File: src/rtl/orb_pkg.sv
// orb_pkg -- shared constants and types for the ORB frame scheduler.
//
// Holds the frame marker words, the default idle filler word, the frame
// dimensions (words per phrase, phrases per group, groups per cycle) and
// the scheduler state encoding. Imported by orb_rr_arb and orb_frame_sched.
package orb_pkg;

    // Marker words placed in slot 0 of every phrase
    localparam logic [11:0] ORB_MARK_CYCLE  = 12'hFFF;
    localparam logic [11:0] ORB_MARK_GROUP  = 12'hF0F;
    localparam logic [11:0] ORB_MARK_PHRASE = 12'h0F0;

    // Filler sent in a data slot when nobody is requesting
    localparam logic [11:0] ORB_IDLE_WORD   = 12'h666;

    // Frame dimensions
    localparam int ORB_WORDS_PER_PHRASE  = 16;
    localparam int ORB_PHRASES_PER_GROUP = 128;
    localparam int ORB_GROUPS_PER_CYCLE  = 32;

    typedef enum logic [1:0] {
        ST_IDLE  = 2'd0,
        ST_WAIT  = 2'd1,
        ST_ISSUE = 2'd2
    } orb_state_t;

endpackage

File: src/rtl/orb_rr_arb.sv
// orb_rr_arb -- combinational round-robin arbiter.
//
// Searches req starting at index ptr and wrapping around; the first asserted
// bit wins.
// Ports:
//   req  [NREQ-1:0]  request flags
//   ptr  [PW-1:0]    highest-priority index for this decision
//   gnt  [NREQ-1:0]  one-hot grant (all zero when req is zero)
//   idx  [PW-1:0]    index of the granted requester
//   any              at least one request was granted
module orb_rr_arb
    import orb_pkg::*;
#(
    parameter int NREQ = 4,
    parameter int PW   = (NREQ > 1) ? $clog2(NREQ) : 1
) (
    input  logic [NREQ-1:0] req,
    input  logic [PW-1:0]   ptr,
    output logic [NREQ-1:0] gnt,
    output logic [PW-1:0]   idx,
    output logic            any
);

    logic [PW-1:0] cand;

    always_comb begin
        gnt  = '0;
        idx  = '0;
        any  = 1'b0;
        cand = '0;
        for (int off = 0; off < NREQ; off++) begin
            cand = PW'((int'(ptr) + off) % NREQ);
            if (!any && req[cand]) begin
                any       = 1'b1;
                gnt[cand] = 1'b1;
                idx       = cand;
            end
        end
    end

endmodule

File: src/rtl/orb_frame_sched.sv
// orb_frame_sched -- frame scheduler feeding 12-bit words to a serializer.
//
// Each word_rdy pulse (accepted only in WAIT) yields one registered word one
// clock later. Slot 0 of every 16-word phrase carries a marker (cycle, group
// or phrase); slots 1..15 carry round-robin data from the requesters or the
// idle filler word. Frame: 16 words/phrase, 128 phrases/group, 32 groups/cycle.
//
// Ports:
//   clk          system clock
//   clr          asynchronous active-low reset
//   en           stream enable; low forces IDLE and clears the frame position
//   word_rdy     serializer request for the next word (single-cycle pulse)
//   req          per-requester data-pending flags
//   req_data     packed data words, requester i at [12i+11:12i]
//   word_o       word to the serializer
//   word_vld     single-cycle qualifier for word_o
//   gnt          one-hot grant, coincident with word_vld
//   phrase_cnt   phrase index of the word on word_o
//   group_cnt    group index of the word on word_o
//   cycle_start  pulses with the cycle marker word
//   err          sticky: word_rdy seen outside WAIT while enabled
//
// Configuration macro: ORB_SCHED_PARITY_EN -- when defined, bit 11 of every
// data/idle word is replaced by odd parity over bits 10:0. Markers untouched.
//
// CYCLE_GROUPS defaults to the package frame size; it only exists so a
// shortened cycle can be instantiated.
module orb_frame_sched
    import orb_pkg::*;
#(
    parameter int          NREQ         = 4,
    parameter logic [11:0] IDLE_WORD    = ORB_IDLE_WORD,
    parameter int          CYCLE_GROUPS = ORB_GROUPS_PER_CYCLE
) (
    input  logic                 clk,
    input  logic                 clr,
    input  logic                 en,
    input  logic                 word_rdy,
    input  logic [NREQ-1:0]      req,
    input  logic [12*NREQ-1:0]   req_data,
    output logic [11:0]          word_o,
    output logic                 word_vld,
    output logic [NREQ-1:0]      gnt,
    output logic [6:0]           phrase_cnt,
    output logic [4:0]           group_cnt,
    output logic                 cycle_start,
    output logic                 err
);

    localparam int PW = (NREQ > 1) ? $clog2(NREQ) : 1;

    orb_state_t      state, next_state;
    logic            issue, bad_rdy;

    logic [3:0]      word_cnt;
    logic [6:0]      phr_pos;
    logic [4:0]      grp_pos;
    logic [PW-1:0]   ptr;

    logic [NREQ-1:0] arb_gnt;
    logic [PW-1:0]   arb_idx;
    logic            arb_any;

    logic [11:0]     data_sel, fill_word, slot_word;
    logic            slot0;

    orb_rr_arb #(.NREQ(NREQ), .PW(PW)) u_arb (
        .req (req),
        .ptr (ptr),
        .gnt (arb_gnt),
        .idx (arb_idx),
        .any (arb_any)
    );

    always_ff @(posedge clk or negedge clr) begin
        if (!clr) state <= ST_IDLE;
        else      state <= next_state;
    end

    // word_rdy is only honoured in WAIT; elsewhere (while enabled) it flags err
    always_comb begin
        next_state = state;
        issue      = 1'b0;
        bad_rdy    = 1'b0;
        if (!en) begin
            next_state = ST_IDLE;
        end else begin
            case (state)
                ST_IDLE: begin
                    next_state = ST_WAIT;
                    bad_rdy    = word_rdy;
                end
                ST_WAIT: begin
                    if (word_rdy) begin
                        next_state = ST_ISSUE;
                        issue      = 1'b1;
                    end
                end
                ST_ISSUE: begin
                    next_state = ST_WAIT;
                    bad_rdy    = word_rdy;
                end
                default: next_state = ST_IDLE;
            endcase
        end
    end

    always_comb begin
        data_sel = '0;
        for (int i = 0; i < NREQ; i++) begin
            if (arb_idx == PW'(i)) data_sel = req_data[12*i +: 12];
        end
        fill_word = arb_any ? data_sel : IDLE_WORD;
`ifdef ORB_SCHED_PARITY_EN
        fill_word[11] = ~^fill_word[10:0];
`else
`endif
        slot0 = (word_cnt == 4'd0);
        if (slot0) begin
            if (phr_pos == 7'd0 && grp_pos == 5'd0) slot_word = ORB_MARK_CYCLE;
            else if (phr_pos == 7'd0)               slot_word = ORB_MARK_GROUP;
            else                                    slot_word = ORB_MARK_PHRASE;
        end else begin
            slot_word = fill_word;
        end
    end

    // Output register and frame position. phrase_cnt/group_cnt are captured
    // with the word so they describe the slot being delivered, not the next.
    always_ff @(posedge clk or negedge clr) begin
        if (!clr) begin
            word_o      <= '0;
            word_vld    <= 1'b0;
            gnt         <= '0;
            cycle_start <= 1'b0;
            err         <= 1'b0;
            phrase_cnt  <= '0;
            group_cnt   <= '0;
            word_cnt    <= '0;
            phr_pos     <= '0;
            grp_pos     <= '0;
            ptr         <= '0;
        end else begin
            word_vld    <= 1'b0;
            gnt         <= '0;
            cycle_start <= 1'b0;
            if (bad_rdy) err <= 1'b1;
            if (state == ST_IDLE) begin
                word_cnt   <= '0;
                phr_pos    <= '0;
                grp_pos    <= '0;
                ptr        <= '0;
                phrase_cnt <= '0;
                group_cnt  <= '0;
            end else if (issue) begin
                word_o      <= slot_word;
                word_vld    <= 1'b1;
                phrase_cnt  <= phr_pos;
                group_cnt   <= grp_pos;
                cycle_start <= slot0 && (phr_pos == 7'd0) && (grp_pos == 5'd0);
                if (!slot0 && arb_any) begin
                    gnt <= arb_gnt;
                    ptr <= (arb_idx == PW'(NREQ - 1)) ? '0 : arb_idx + 1'b1;
                end
                if (word_cnt == 4'(ORB_WORDS_PER_PHRASE - 1)) begin
                    word_cnt <= '0;
                    if (phr_pos == 7'(ORB_PHRASES_PER_GROUP - 1)) begin
                        phr_pos <= '0;
                        grp_pos <= (grp_pos == 5'(CYCLE_GROUPS - 1)) ? 5'd0 : grp_pos + 5'd1;
                    end else begin
                        phr_pos <= phr_pos + 7'd1;
                    end
                end else begin
                    word_cnt <= word_cnt + 4'd1;
                end
            end
        end
    end

endmodule

File: config.mk
export PLATFORM = sky130hd
export DESIGN_NAME = orb_frame_sched
export DESIGN_NICKNAME = d
export VERILOG_FILES = /design/src/rtl/orb_pkg.sv /design/src/rtl/orb_rr_arb.sv /design/src/rtl/orb_frame_sched.sv
export SDC_FILE = /design/constraint.sdc
export NUM_CORES = 1
export LEC_CHECK = 0
export BUFFER_PORTS_ARGS = -buffer_cell sky130_fd_sc_hd__buf_2
export CAP_MARGIN = 15
export CORE_UTILIZATION = 51
export CTS_BUF_LIST = sky130_fd_sc_hd__clkbuf_8
export CTS_CLUSTER_DIAMETER = 60
export DETAILED_ROUTE_END_ITERATION = 10
export PLACE_DENSITY = 0.8
export SLEW_MARGIN = 40
export SYNTH_ARGS = -nofsm -noshare
export SYNTH_HDL_FRONTEND = slang
export SYNTH_SLANG_ARGS = --single-unit
export TNS_END_PERCENT = 30
File: constraint.sdc
create_clock -name clk -period 5.2 [get_ports clk]
set_clock_uncertainty 0.1 [all_clocks]
set_input_delay 0.52 -clock clk [delete_from_list [all_inputs] [get_ports clk]]
set_output_delay 0.52 -clock clk [all_outputs]
set_load 0.1 [all_outputs]
# --- Yosys cells after proc, flatten, opt, wreduce, memory -nomap -nowiden ---
# Index checks and enable logic that the tools add are counted.
totals:
  ff_bits: 51
  in_bits: 56
  out_inout_bits: 31
  word_cells: 140
classes:
  add_sub_neg: 7
  order_cmp: 8
  eq_ne: 9
  muxes: 71
  bitwise: 4
  reduce_logical: 29
op_table:
  columns: ["cell", "n"]
  rows:
  - ["12-bit two-way mux", 8]
  - ["7-bit two-way mux", 6]
  - ["4-bit two-way mux", 10]
  - ["5-bit two-way mux", 7]
  - ["1-bit two-way mux", 21]
  - ["2-bit two-way mux", 10]
  - ["2-bit by 3-bit less-than comparator with 1-bit output, second input constant", 4]
  - ["4-bit OR", 3]
  - ["1-bit logical AND", 11]
  - ["1-bit binary-select mux with 2-bit select", 4]
  - ["1-bit demux with 2-bit select", 4]
  - ["2-bit by 1-bit >= comparator with 1-bit output, second input constant", 4]
  - ["2-bit nonzero test", 4]
  - ["7-bit by 1-bit adder with 7-bit output, second input constant", 1]
  - ["7-bit == test, second input constant", 1]
  - ["7-bit logical NOT", 1]
  - ["2-bit == test, second input constant", 3]
  - ["2-bit AND reduction", 3]
  - ["5-bit by 1-bit adder with 5-bit output, second input constant", 1]
  - ["5-bit == test, second input constant", 1]
  - ["5-bit logical NOT", 1]
  - ["2-bit by 1-bit adder with 2-bit output, second input constant", 2]
  - ["2-bit adder, second input constant", 2]
  - ["4-bit by 1-bit adder with 4-bit output, second input constant", 1]
  - ["other kinds (10)", 15]

# --- Logic depth before layout (Yosys ltp) ---
# Gate-level depths: netlist of the first run.
logic_depth:
  word_depth: 19
  mapped_depth: 16
  ltp_nobuf: 13

# --- Hierarchy ---
# From an unflattened synthesis of the first run, not the netlist that was laid out.
unflattened:
  cells_unflattened: 331
  hier_area_um2: 3114.2
by_module_without_submodules:
  columns: ["module", "instances", "cells_per_inst", "area_each_um2"]
  rows:
  - ["orb_frame_sched", 1, 286, 2691.3]
  - ["orb_rr_arb", 1, 45, 422.9]

# --- Least setup slack after synthesis of the first run ---
# Ideal clock, no wire load.
synth_timing:
  kind: "flip-flop to flip-flop"
  startpoint: "reg ptr[0]"
  endpoint: "reg word_o[6]"
  arrival_ns: 3.540
  setup_slack_ns: 1.444
  stages_incl_launch_ff: 16
  path_cell_list: "dfrtp_1 > buf_6 > inv_1 > ha_1 > buf_6 > mux4_2 > o21a_1 > o21ai_0 > inv_1 > ha_1 > nor2b_1 > clkbuf_1 > a221oi_1 > nor3_1 > a211oi_1 > o311ai_0"
synth_between:
  elab_chain_cells: 19
  word_cells_on_any_way: 35
  cone_classes: "3 x add/sub; 3 x eq/ne; 22 x mux; 7 x reduce/logical"
synth_lines:
  columns: ["element", "line_no", "text"]
  rows:
  - ["start: declaration", "orb_frame_sched.sv:58", "logic [PW-1:0] ptr;"]
  - ["start signal: assignment", "orb_frame_sched.sv:163", "ptr <= (arb_idx == PW'(NREQ - 1)) ? '0 : arb_idx + 1'b1;"]
  - ["branches (longest 17 deep; another with 2-bit by 1-bit adder with 2-bit output)", null, null]
  - ["12-bit two-way mux (*)", "orb_frame_sched.sv:113", "fill_word = arb_any ? data_sel : IDLE_WORD;"]
  - ["12-bit two-way mux (*)", "orb_frame_sched.sv:119", "if (slot0) begin"]
  - ["end signal: assignment", "orb_frame_sched.sv:156", "word_o <= slot_word;"]
  - ["end: declaration", "orb_frame_sched.sv:41", "output logic [11:0] word_o,"]
# Every way passes the cells marked *. The select of a mux whose other input is x is not followed.
# A chain may end at the register's enable or synchronous reset.

# --- Final worst setup path of the first run ---
layout_timing:
  startpoint: "reg ptr[0]"
  endpoint: "reg word_o[5]"
# Same word-level chain as after synthesis.

==> results of run 1 <==
placed cells by master (no fill, tap or decap), types with 2 or more instances in the layout:
master / n
a221oi_1: 12
o211ai_1: 6
or2_2: 2
or3_1: 2
buf_4: 3
nand3b_1: 2
o22ai_1: 2
xor2_1: 4
nand4_1: 2
a22oi_1: 4
or4_1: 2
mux4_2: 2
nor2_1: 13
nor3_1: 15
a21oi_1: 14
and3_1: 3
nand2b_1: 2
o21ai_0: 29
nand2_1: 41
ha_1: 19
mux2i_1: 4
clkbuf_8: 5
inv_1: 15
nor3b_1: 3
buf_2: 86
o31ai_1: 3
o311ai_0: 2
o21a_1: 2
nand3_1: 21
a211oi_1: 6
a31o_2: 4
nor2b_1: 11
dfrtp_1: 51
area by class of cell:
type	instances	area share
clock buffer	5	0.0192
clock inverter	3	0.00349
inverter	13	0.0136
multi-input combinational	251	0.457
sequential	51	0.356
tap	72	0.0251
timing repair buffer	89	0.126
critical path, cell delays in order, from the launching register on:
cell	delay, ns
dfrtp_1	0.71
inv_1	0.26
ha_1	0.49
mux4_2	0.60
o21a_1	0.22
o21ai_0	0.33
inv_1	0.12
ha_1	0.38
nor2b_2	0.42
a221oi_1	0.14
nor3_1	0.25
a211oi_1	0.06
o311ai_0	0.31
per-stage QoR:
step | setup slack [ns] | total power, W | hold slack, ns | utilization | cell area (sq um)
3_5_place_dp | 0.551 | 0.000997 | 0.375 | 0.619 | 3490
3_3_place_gp | 0.769 | 0.000988 | 0.355 | 0.617 | 3480
4_1_cts | 0.524 | 0.00121 | 0.243 | 0.633 | 3570
2_1_floorplan | 1.44 | 0.000891 | 0.124 | - | 3080
6_report | 0.672 | 0.00121 | 0.213 | 0.636 | 3590
5_1_grt | 0.198 | 0.00127 | 0.290 | 0.636 | 3590
cells by family after synthesis:
family                   count (synthesis)
flip-flops                              51
AND/OR/NAND/NOR                        127
AO/OA/AOI/OAI                           93
adder cells (fa/ha/maj)                 19
XOR/XNOR                                 5
buffers and inverters                   34
multiplexers                             7
layer usage:
| metal | global-route usage | vias up | routed length (microns) |
|---|---|---|---|
| met5 | 0 | - | 0 |
| met3 | 0.0309 | 14 | 198 |
| li1 | - | 1372 | - |
| met1 | 0.310 | 1345 | 3190 |
| met2 | 0.374 | 56 | 3600 |
| met4 | 0.0891 | 0 | 132 |
worst max path at each step:
stage	endpoint	slack [ns]	cells after the start
4_1_cts	word_o[6]	0.52	12
2_1_floorplan	word_o[6]	1.44	15
3_5_place_dp	word_o[6]	0.55	12
5_1_grt	word_o[6]	0.20	12
6_report	word_o[5]	0.67	12
3_3_place_gp	word_o[6]	0.77	12
where the power goes:
group | leakage (nW) | internal (W) | switching, W
Sequential | 0.680 | 0.000444 | 0.0000310
Combinational | 1.02 | 0.000106 | 0.000410
Clock | 0.0505 | 0.0000910 | 0.000128
Total | 1.75 | 0.000641 | 0.000569
registers in the layout, summed over array words and instances, names as in the netlist, 2 cells and up:
register and count:
phr_pos 7, grp_pos 5, word_o 12, group_cnt 5, state 2, ptr 2
phrase_cnt 7, word_cnt 4, gnt 4
==> results.yml, run 1 <==
layout:
  fin_cells: 484
  multi_input_area_sq_mm: 0.00164
  register_area_sq_mm: 0.00128
  nFillCells: 495
  drive_above_1_share: 0.269
  nNetsFinal: 486
  synthToLayoutAreaGrowth_pct: 16.7
  n_antenna_cell: 0
synth:
  synth_top_family_by_area: "simple AND/OR/NAND/NOR gates"
  yosysTopAreaCell: "dfrtp_1"
  synth_edf_count: 0
  synth_seq_area_share: 0.415
  synth_compound_area_frac: 0.201
  synth_common_cells: "51 x dfrtp_1, 41 x nand2_1, 29 x o21ai_0"
  yosysWarnings: 0
  synth_area_leaders: "dfrtp_1 41%, ha_1 7.7%, nand2_1 5.0%"
  synth_fa_ha_area_frac: 0.0773
  synth_top_area_share: 0.415
  syn_area_sq_mm: 0.00308
  ys_ff_latch: 51
  synth_fp_nets: 411
  synthArstFlopShare: 1.00
  syn_avg_cell_area_sq_um: 9.15
  synth_xor_area_frac: 0.0142
  syn_inst: 336
  synth_mux_area_frac: 0.0313
  yosys.area_share.simple: 0.204
  yosysMostFrequentCell: "dfrtp_1"
  synth_flop_cell: "dfrtp_1"
  synth_cell_types: 52
global_routing:
  gr-total-overflow: 0
  track_usage: 0.230
  antenna_found_initial: 0
  grt_start_max_net_pins: 52
  grt_pass1_wl_mm: 11.5
  grt_pass1_vias: 2604
place:
  dp_cells: 476
  dp_hpwl_mm: 5.22
  gp_congestion: 0.848
  io_buffer_count: 86
flow_run:
  maxCapViolCount: 0
timing:
  drv_slew: 0
  slew_headroom: 0.494
  rsz0062_at_grt: "false"
  finalSetupTns_ns: 0
  finalCriticalPeriod_ns: 4.53
  final-setup-viol-count: 0
  tightest_slew_ns: 0.760
  min_period_over_period: 0.871
  hold_viol: 0
  fmax_mhz: 221
critical_path:
  r2r_setup_slack_ns: 0.67
  endpoint_kind: "flip-flop"
  start_kind: "flip-flop"
  r2r_end: "word_o[5]"
  critPathLaunch: "ptr[0]"
  crit_arrival_ns: 4.61
  path_class: "reg2reg"
  critPathMaxFanout: 17
  worstReg2RegStart: "ptr[0]"
  rr_worst_depth: 12
  worst_ep_required_time_ns: 5.29
clock_tree:
  worstSkewPairLatency_ns: 0.30
  cts_max_level: 2
  cts-root-buf: "clkbuf_8"
  postCtsSetupBuffers: 0
  cts_buffer_depth: 2
  cts-resized-gates: 0
  clk_pin_slew_worst_paths_ns: 0.09
  cts_tree: "built"
  cts_buffers: 5
  cts_hold_buf: 0
  cts_sinks: 51
routing:
  vias_per_cell: 5.76
  drc: 0
  firstDrtPassIters: 4
  num_vias: 2787
  avgRoutedWirePerCell_microns: 14.7
  drtAntennaViolNets: 0
  drt-initial-drc-count: 113
  routed_wl_mm: 7.13
die:
  dieArea_sq_mm: 0.00634
  initial_utilization: 0.545
  dieWidth_microns: 79.7
  core_sq_mm: 0.00564
  num_rows: 27
  io_pins: 87
  die_h_microns: 79.7
power:
  p_leak_nw: 1.75
  ir_worst_vdd_v: 0.000429
  power_density_mw_per_mm2: 337
worst_hold_path:
  hold_class: "in2async"
outcome:
  status: "finished clean"
Power figures use the tool's default switching activity.
==> run 2: changes to the inputs <==
- CTS_CLUSTER_SIZE: not set -> 8
- clock period: 5.2 -> 4.6 ns (I/O delays scaled with it)
==> run 2 against run 1 <==
Critical path depth is 1 higher. Sequential share of layout area down 0.17 points. Clock power is 21% higher. Power up 15%. Via count is 0.11% lower. Utilization increased by 0.31 points. Critical path type unchanged. Critical endpoint unchanged. Largest cell class unchanged.
==> results.yml, run 2 (same netlist as run 1, synthesis figures left out) <==
outcome:
  status: "finished clean"
critical_path:
  worst_ep_required_time_ns: 4.66
  critPathMaxFanout: 14
  endpoint_kind: "flip-flop"
  path_class: "reg2reg"
  crit_arrival_ns: 4.19
  start_kind: "flip-flop"
global_routing:
  antenna_found_initial: 0
  gr-total-overflow: 0
  grt_pass1_vias: 2565
  track_usage: 0.235
  grt_pass1_wl_mm: 11.7
  grt_start_max_net_pins: 52
place:
  io_buffer_count: 86
  post_dp_cell_area_sq_mm: 0.00350
  dp_hpwl_mm: 5.20
  gp_congestion: 0.863
  dp_cells: 477
layout:
  nFillCells: 488
  top_register: "word_o"
  fin_area_sq_mm: 0.00361
  drive_above_1_share: 0.271
  largest_reg_flops: 12
  fin_cells: 485
  register_area_sq_mm: 0.00128
  final_cell_mix: "86 x buf_2, 51 x dfrtp_1, 41 x nand2_1"
  n_antenna_cell: 0
  layout_commonest_cell: "buf_2"
  top_regs: "word_o: 12 flops, phr_pos: 7 flops, phrase_cnt: 7 flops"
  nNetsFinal: 487
  synthToLayoutAreaGrowth_pct: 17.2
  multi_input_area_sq_mm: 0.00164
routing:
  firstDrtPassIters: 4
  routed_wl_mm: 7.14
  drt-initial-drc-count: 168
  avgRoutedWirePerCell_microns: 14.7
  vias_per_cell: 5.74
  num_vias: 2784
  drtAntennaViolNets: 0
  drc: 0
timing:
  hold_viol: 0
  slew_headroom: 0.493
  fmax_mhz: 243
  final-setup-viol-count: 0
  rsz0062_at_grt: "false"
  finalCriticalPeriod_ns: 4.12
  min_period_over_period: 0.896
  tightest_slew_ns: 0.758
  drv_slew: 0
  finalSetupTns_ns: 0
flow_run:
  maxCapViolCount: 0
clock_tree:
  cts_buffer_depth: 2
  cts_buffers: 5
  clk_pin_slew_worst_paths_ns: 0.10
  cts-root-buf: "clkbuf_8"
  cts_tree: "built"
  postCtsSetupBuffers: 0
  cts-resized-gates: 0
  cts_sinks: 51
  worstSkewPairLatency_ns: 0.32
  cts_max_level: 2
  cts_hold_buf: 0
worst_hold_path:
  hold_class: "in2async"
power:
  ir_worst_vdd_v: 0.000558
  p_leak_nw: 1.76
  power_density_mw_per_mm2: 384
die:
  io_pins: 87
  die_h_microns: 79.7
  num_rows: 27
  core_sq_mm: 0.00564
  dieArea_sq_mm: 0.00634
  dieWidth_microns: 79.7
  initial_utilization: 0.545
## run 2: final cells by class
| cell class | instances | area share |
|---|---|---|
| clock buffer | 5 | 0.0191 |
| clock inverter | 3 | 0.00555 |
| timing repair buffer | 90 | 0.128 |
| sequential | 51 | 0.354 |
| multi-input combinational | 251 | 0.455 |
| tap | 72 | 0.0250 |
| inverter | 13 | 0.0135 |
## run 2: path summary, 6_finish.rpt
check                        from             to  slack (ns)  depth (start not counted)
hold reg to reg               err            err        0.38                          1
setup / recovery           ptr[1]      word_o[5]        0.48                         13
setup reg to reg           ptr[1]      word_o[5]        0.48                         13
hold / removal                clr   group_cnt[0]        0.14                          2
min in group clk               en       state[0]        0.28                          2
max in group asynchronous     clr  phrase_cnt[2]        3.83                          2
## run 2: metrics by stage
| stage | hold slack [ns] | total power (W) | util | setup WS (ns) |
|---|---|---|---|---|
| 2_1_floorplan | 0.0644 | 0.00101 | - | 0.844 |
| 3_3_place_gp | 0.355 | 0.00112 | 0.620 | 0.492 |
| 3_5_place_dp | 0.364 | 0.00113 | 0.620 | 0.252 |
| 4_1_cts | 0.177 | 0.00139 | 0.636 | 0.218 |
| 5_1_grt | 0.223 | 0.00144 | 0.639 | 0.0635 |
| 6_report | 0.142 | 0.00139 | 0.639 | 0.477 |
## run 2: critical path, stage by stage, from the launching register on
cell      delay (ns)
dfrtp_1         0.54
inv_1           0.15
ha_1            0.44
mux4_2          0.60
and2b_2         0.29
nand3b_1        0.14
o21ai_0         0.17
inv_1           0.13
ha_1            0.47
nor2b_4         0.15
a221oi_1        0.28
nor3_1          0.09
a211oi_1        0.27
o311ai_0        0.16
## run 2: report_power, final
part           internal, W  switching (W)  total, W
Combinational     0.000120       0.000460  0.000580
Clock             0.000107       0.000159  0.000266
Sequential        0.000502      0.0000374  0.000540
Total             0.000730       0.000657   0.00139
## run 2: per-layer routing
metal  track usage  share of wire  vias up
li1              -              -     1374
met1         0.311           0.45     1337
met2         0.399           0.51       64
met3        0.0274          0.030        9
met4        0.0764          0.013        0
met5             0              0        -
==> run 3: changes to the inputs <==
- CORE_ASPECT_RATIO: not set -> 0.8
==> run 3 against run 2 <==
Utilization increased by 0.46 points. Worst hold slack improved by 0.0094 ns. Die area about the same. Clock-buffer cell count unchanged. First-iteration DRC count is 35% higher. Final area increased by 0.24%. Register-to-register slack got worse by 0.07 ns. Critical endpoint is now word_o[6]. Largest cell class unchanged.
==> results.yml, run 3 (same netlist as run 1, synthesis figures left out) <==
layout:
  fin_util: 0.644
  synthToLayoutAreaGrowth_pct: 17.5
  n_antenna_cell: 0
  layout_commonest_cell: "buf_2"
  multi_input_area_sq_mm: 0.00164
  drive_above_1_share: 0.276
  nNetsFinal: 487
  top_regs: "word_o: 12 flops, phr_pos: 7 flops, phrase_cnt: 7 flops"
  nFillCells: 471
  top_register: "word_o"
  fin_cells: 491
  register_area_sq_mm: 0.00128
  largest_reg_flops: 12
  final_cell_mix: "86 x buf_2, 51 x dfrtp_1, 41 x nand2_1"
routing:
  vias_per_cell: 5.72
  avgRoutedWirePerCell_microns: 14.8
  drt-initial-drc-count: 226
  num_vias: 2807
  drc: 0
  routed_wl_mm: 7.27
  drtAntennaViolNets: 0
  firstDrtPassIters: 4
die:
  die_h_microns: 71.5
  core_sq_mm: 0.00562
  num_rows: 24
  dieWidth_microns: 88.8
  dieArea_sq_mm: 0.00635
  initial_utilization: 0.548
  io_pins: 87
global_routing:
  busiest_layer: "met1"
  use_met1: 0.356
  gr-total-overflow: 0
  grt_pass1_wl_mm: 11.7
  track_usage: 0.235
  grt_util_met3: 0.0334
  use_met2: 0.354
  antenna_found_initial: 0
  grt_start_max_net_pins: 52
  grt_pass1_vias: 2444
clock_tree:
  postCtsSetupBuffers: 0
  worstSkewPairLatency_ns: 0.30
  cts_tree: "built"
  clk_pin_slew_worst_paths_ns: 0.10
  cts-resized-gates: 0
  cts_max_level: 2
  cts_sinks: 51
  cts_buffer_depth: 2
  cts_buffers: 5
  cts_hold_buf: 0
  cts-root-buf: "clkbuf_8"
critical_path:
  endpoint_kind: "flip-flop"
  path_class: "reg2reg"
  cp_cell_sequence: "inv_1, ha_1, mux4_2, o21a_1, o21ai_0, inv_1, ha_1, nor2b_2, a221oi_1, nor3_1, a211oi_1, o311ai_0"
  start_kind: "flip-flop"
  max_stage_delay_ns: 0.61
  worst_ep_required_time_ns: 4.70
  slowest_stage: "mux4_2"
  critPathMaxFanout: 14
  crit_arrival_ns: 4.30
place:
  gp_congestion: 0.831
  io_buffer_count: 86
  dp_hpwl_mm: 5.19
  dp_cells: 483
timing:
  finalCriticalPeriod_ns: 4.20
  tightest_slew_ns: 0.736
  min_period_over_period: 0.912
  finalSetupTns_ns: 0
  final-setup-viol-count: 0
  fmax_mhz: 238
  rsz0062_at_grt: "false"
  slew_headroom: 0.508
  hold_viol: 0
  drv_slew: 0
outcome:
  status: "finished clean"
power:
  power_density_mw_per_mm2: 384
  ir_worst_vdd_v: 0.000364
  p_leak_nw: 1.75
worst_hold_path:
  hold_class: "in2async"
flow_run:
  maxCapViolCount: 0
[run 3: cell count changes in the layout (fill, tap and decap cells not counted), sizes merged]
cell,previous run,this run
clkinvlp,1,2
inv,15,14
[run 3: cell type report]
cell class / instances / area share
multi-input cells: 251 / 0.453
flip-flops and latches: 51 / 0.353
repair buffers: 90 / 0.127
well taps: 78 / 0.0270
clock buffers: 5 / 0.0190
inverters: 13 / 0.0135
clock inverters: 3 / 0.00658
[run 3: per-layer routing]
layer | up-vias | wire (microns) | share of wire
li1 | 1370 | - | -
met1 | 1359 | 3460 | 0.48
met2 | 71 | 3440 | 0.47
met3 | 7 | 290 | 0.040
met4 | 0 | 72 | 0.0099
met5 | - | 0 | 0
[run 3: report_power, final]
part | switching [W] | internal [W]
Clock | 0.000158 | 0.000109
Combinational | 0.000465 | 0.000119
Sequential | 0.0000357 | 0.000502
Total | 0.000659 | 0.000730
[run 3: stage by stage]
step / hold slack [ns] / setup slack, ns / instance area [sq um] / power, W
after floorplan: 0.0644 / 0.844 / 3080 / 0.00101
after global placement: 0.354 / 0.457 / 3510 / 0.00112
after detailed placement: 0.370 / 0.228 / 3510 / 0.00113
after CTS: 0.176 / 0.178 / 3600 / 0.00139
after global routing: 0.207 / 0.0243 / 3610 / 0.00145
final: 0.151 / 0.403 / 3610 / 0.00139
[run 3: path summary, 6_finish.rpt]
path	start	end	slack, ns	cells after the start
setup / recovery	ptr[1]	word_o[6]	0.40	12
hold reg to reg	word_o[2]	word_o[2]	0.39	2
max in group asynchronous	clr	cycle_start	3.84	2
setup reg to reg	ptr[1]	word_o[6]	0.40	12
hold / removal	clr	phrase_cnt[1]	0.15	2
min in group clk	en	state[0]	0.30	2
[run 3: worst max-delay path: cells and delay by family, from the launching register on]
family / cells / cell delay [ns]
flip-flops: 1 / 0.54
adder cells (fa/ha/maj): 2 / 0.85
AND/OR/NAND/NOR: 2 / 0.66
buffers and inverters: 2 / 0.29
multiplexers: 1 / 0.61
AO/OA/AOI/OAI: 5 / 1.04
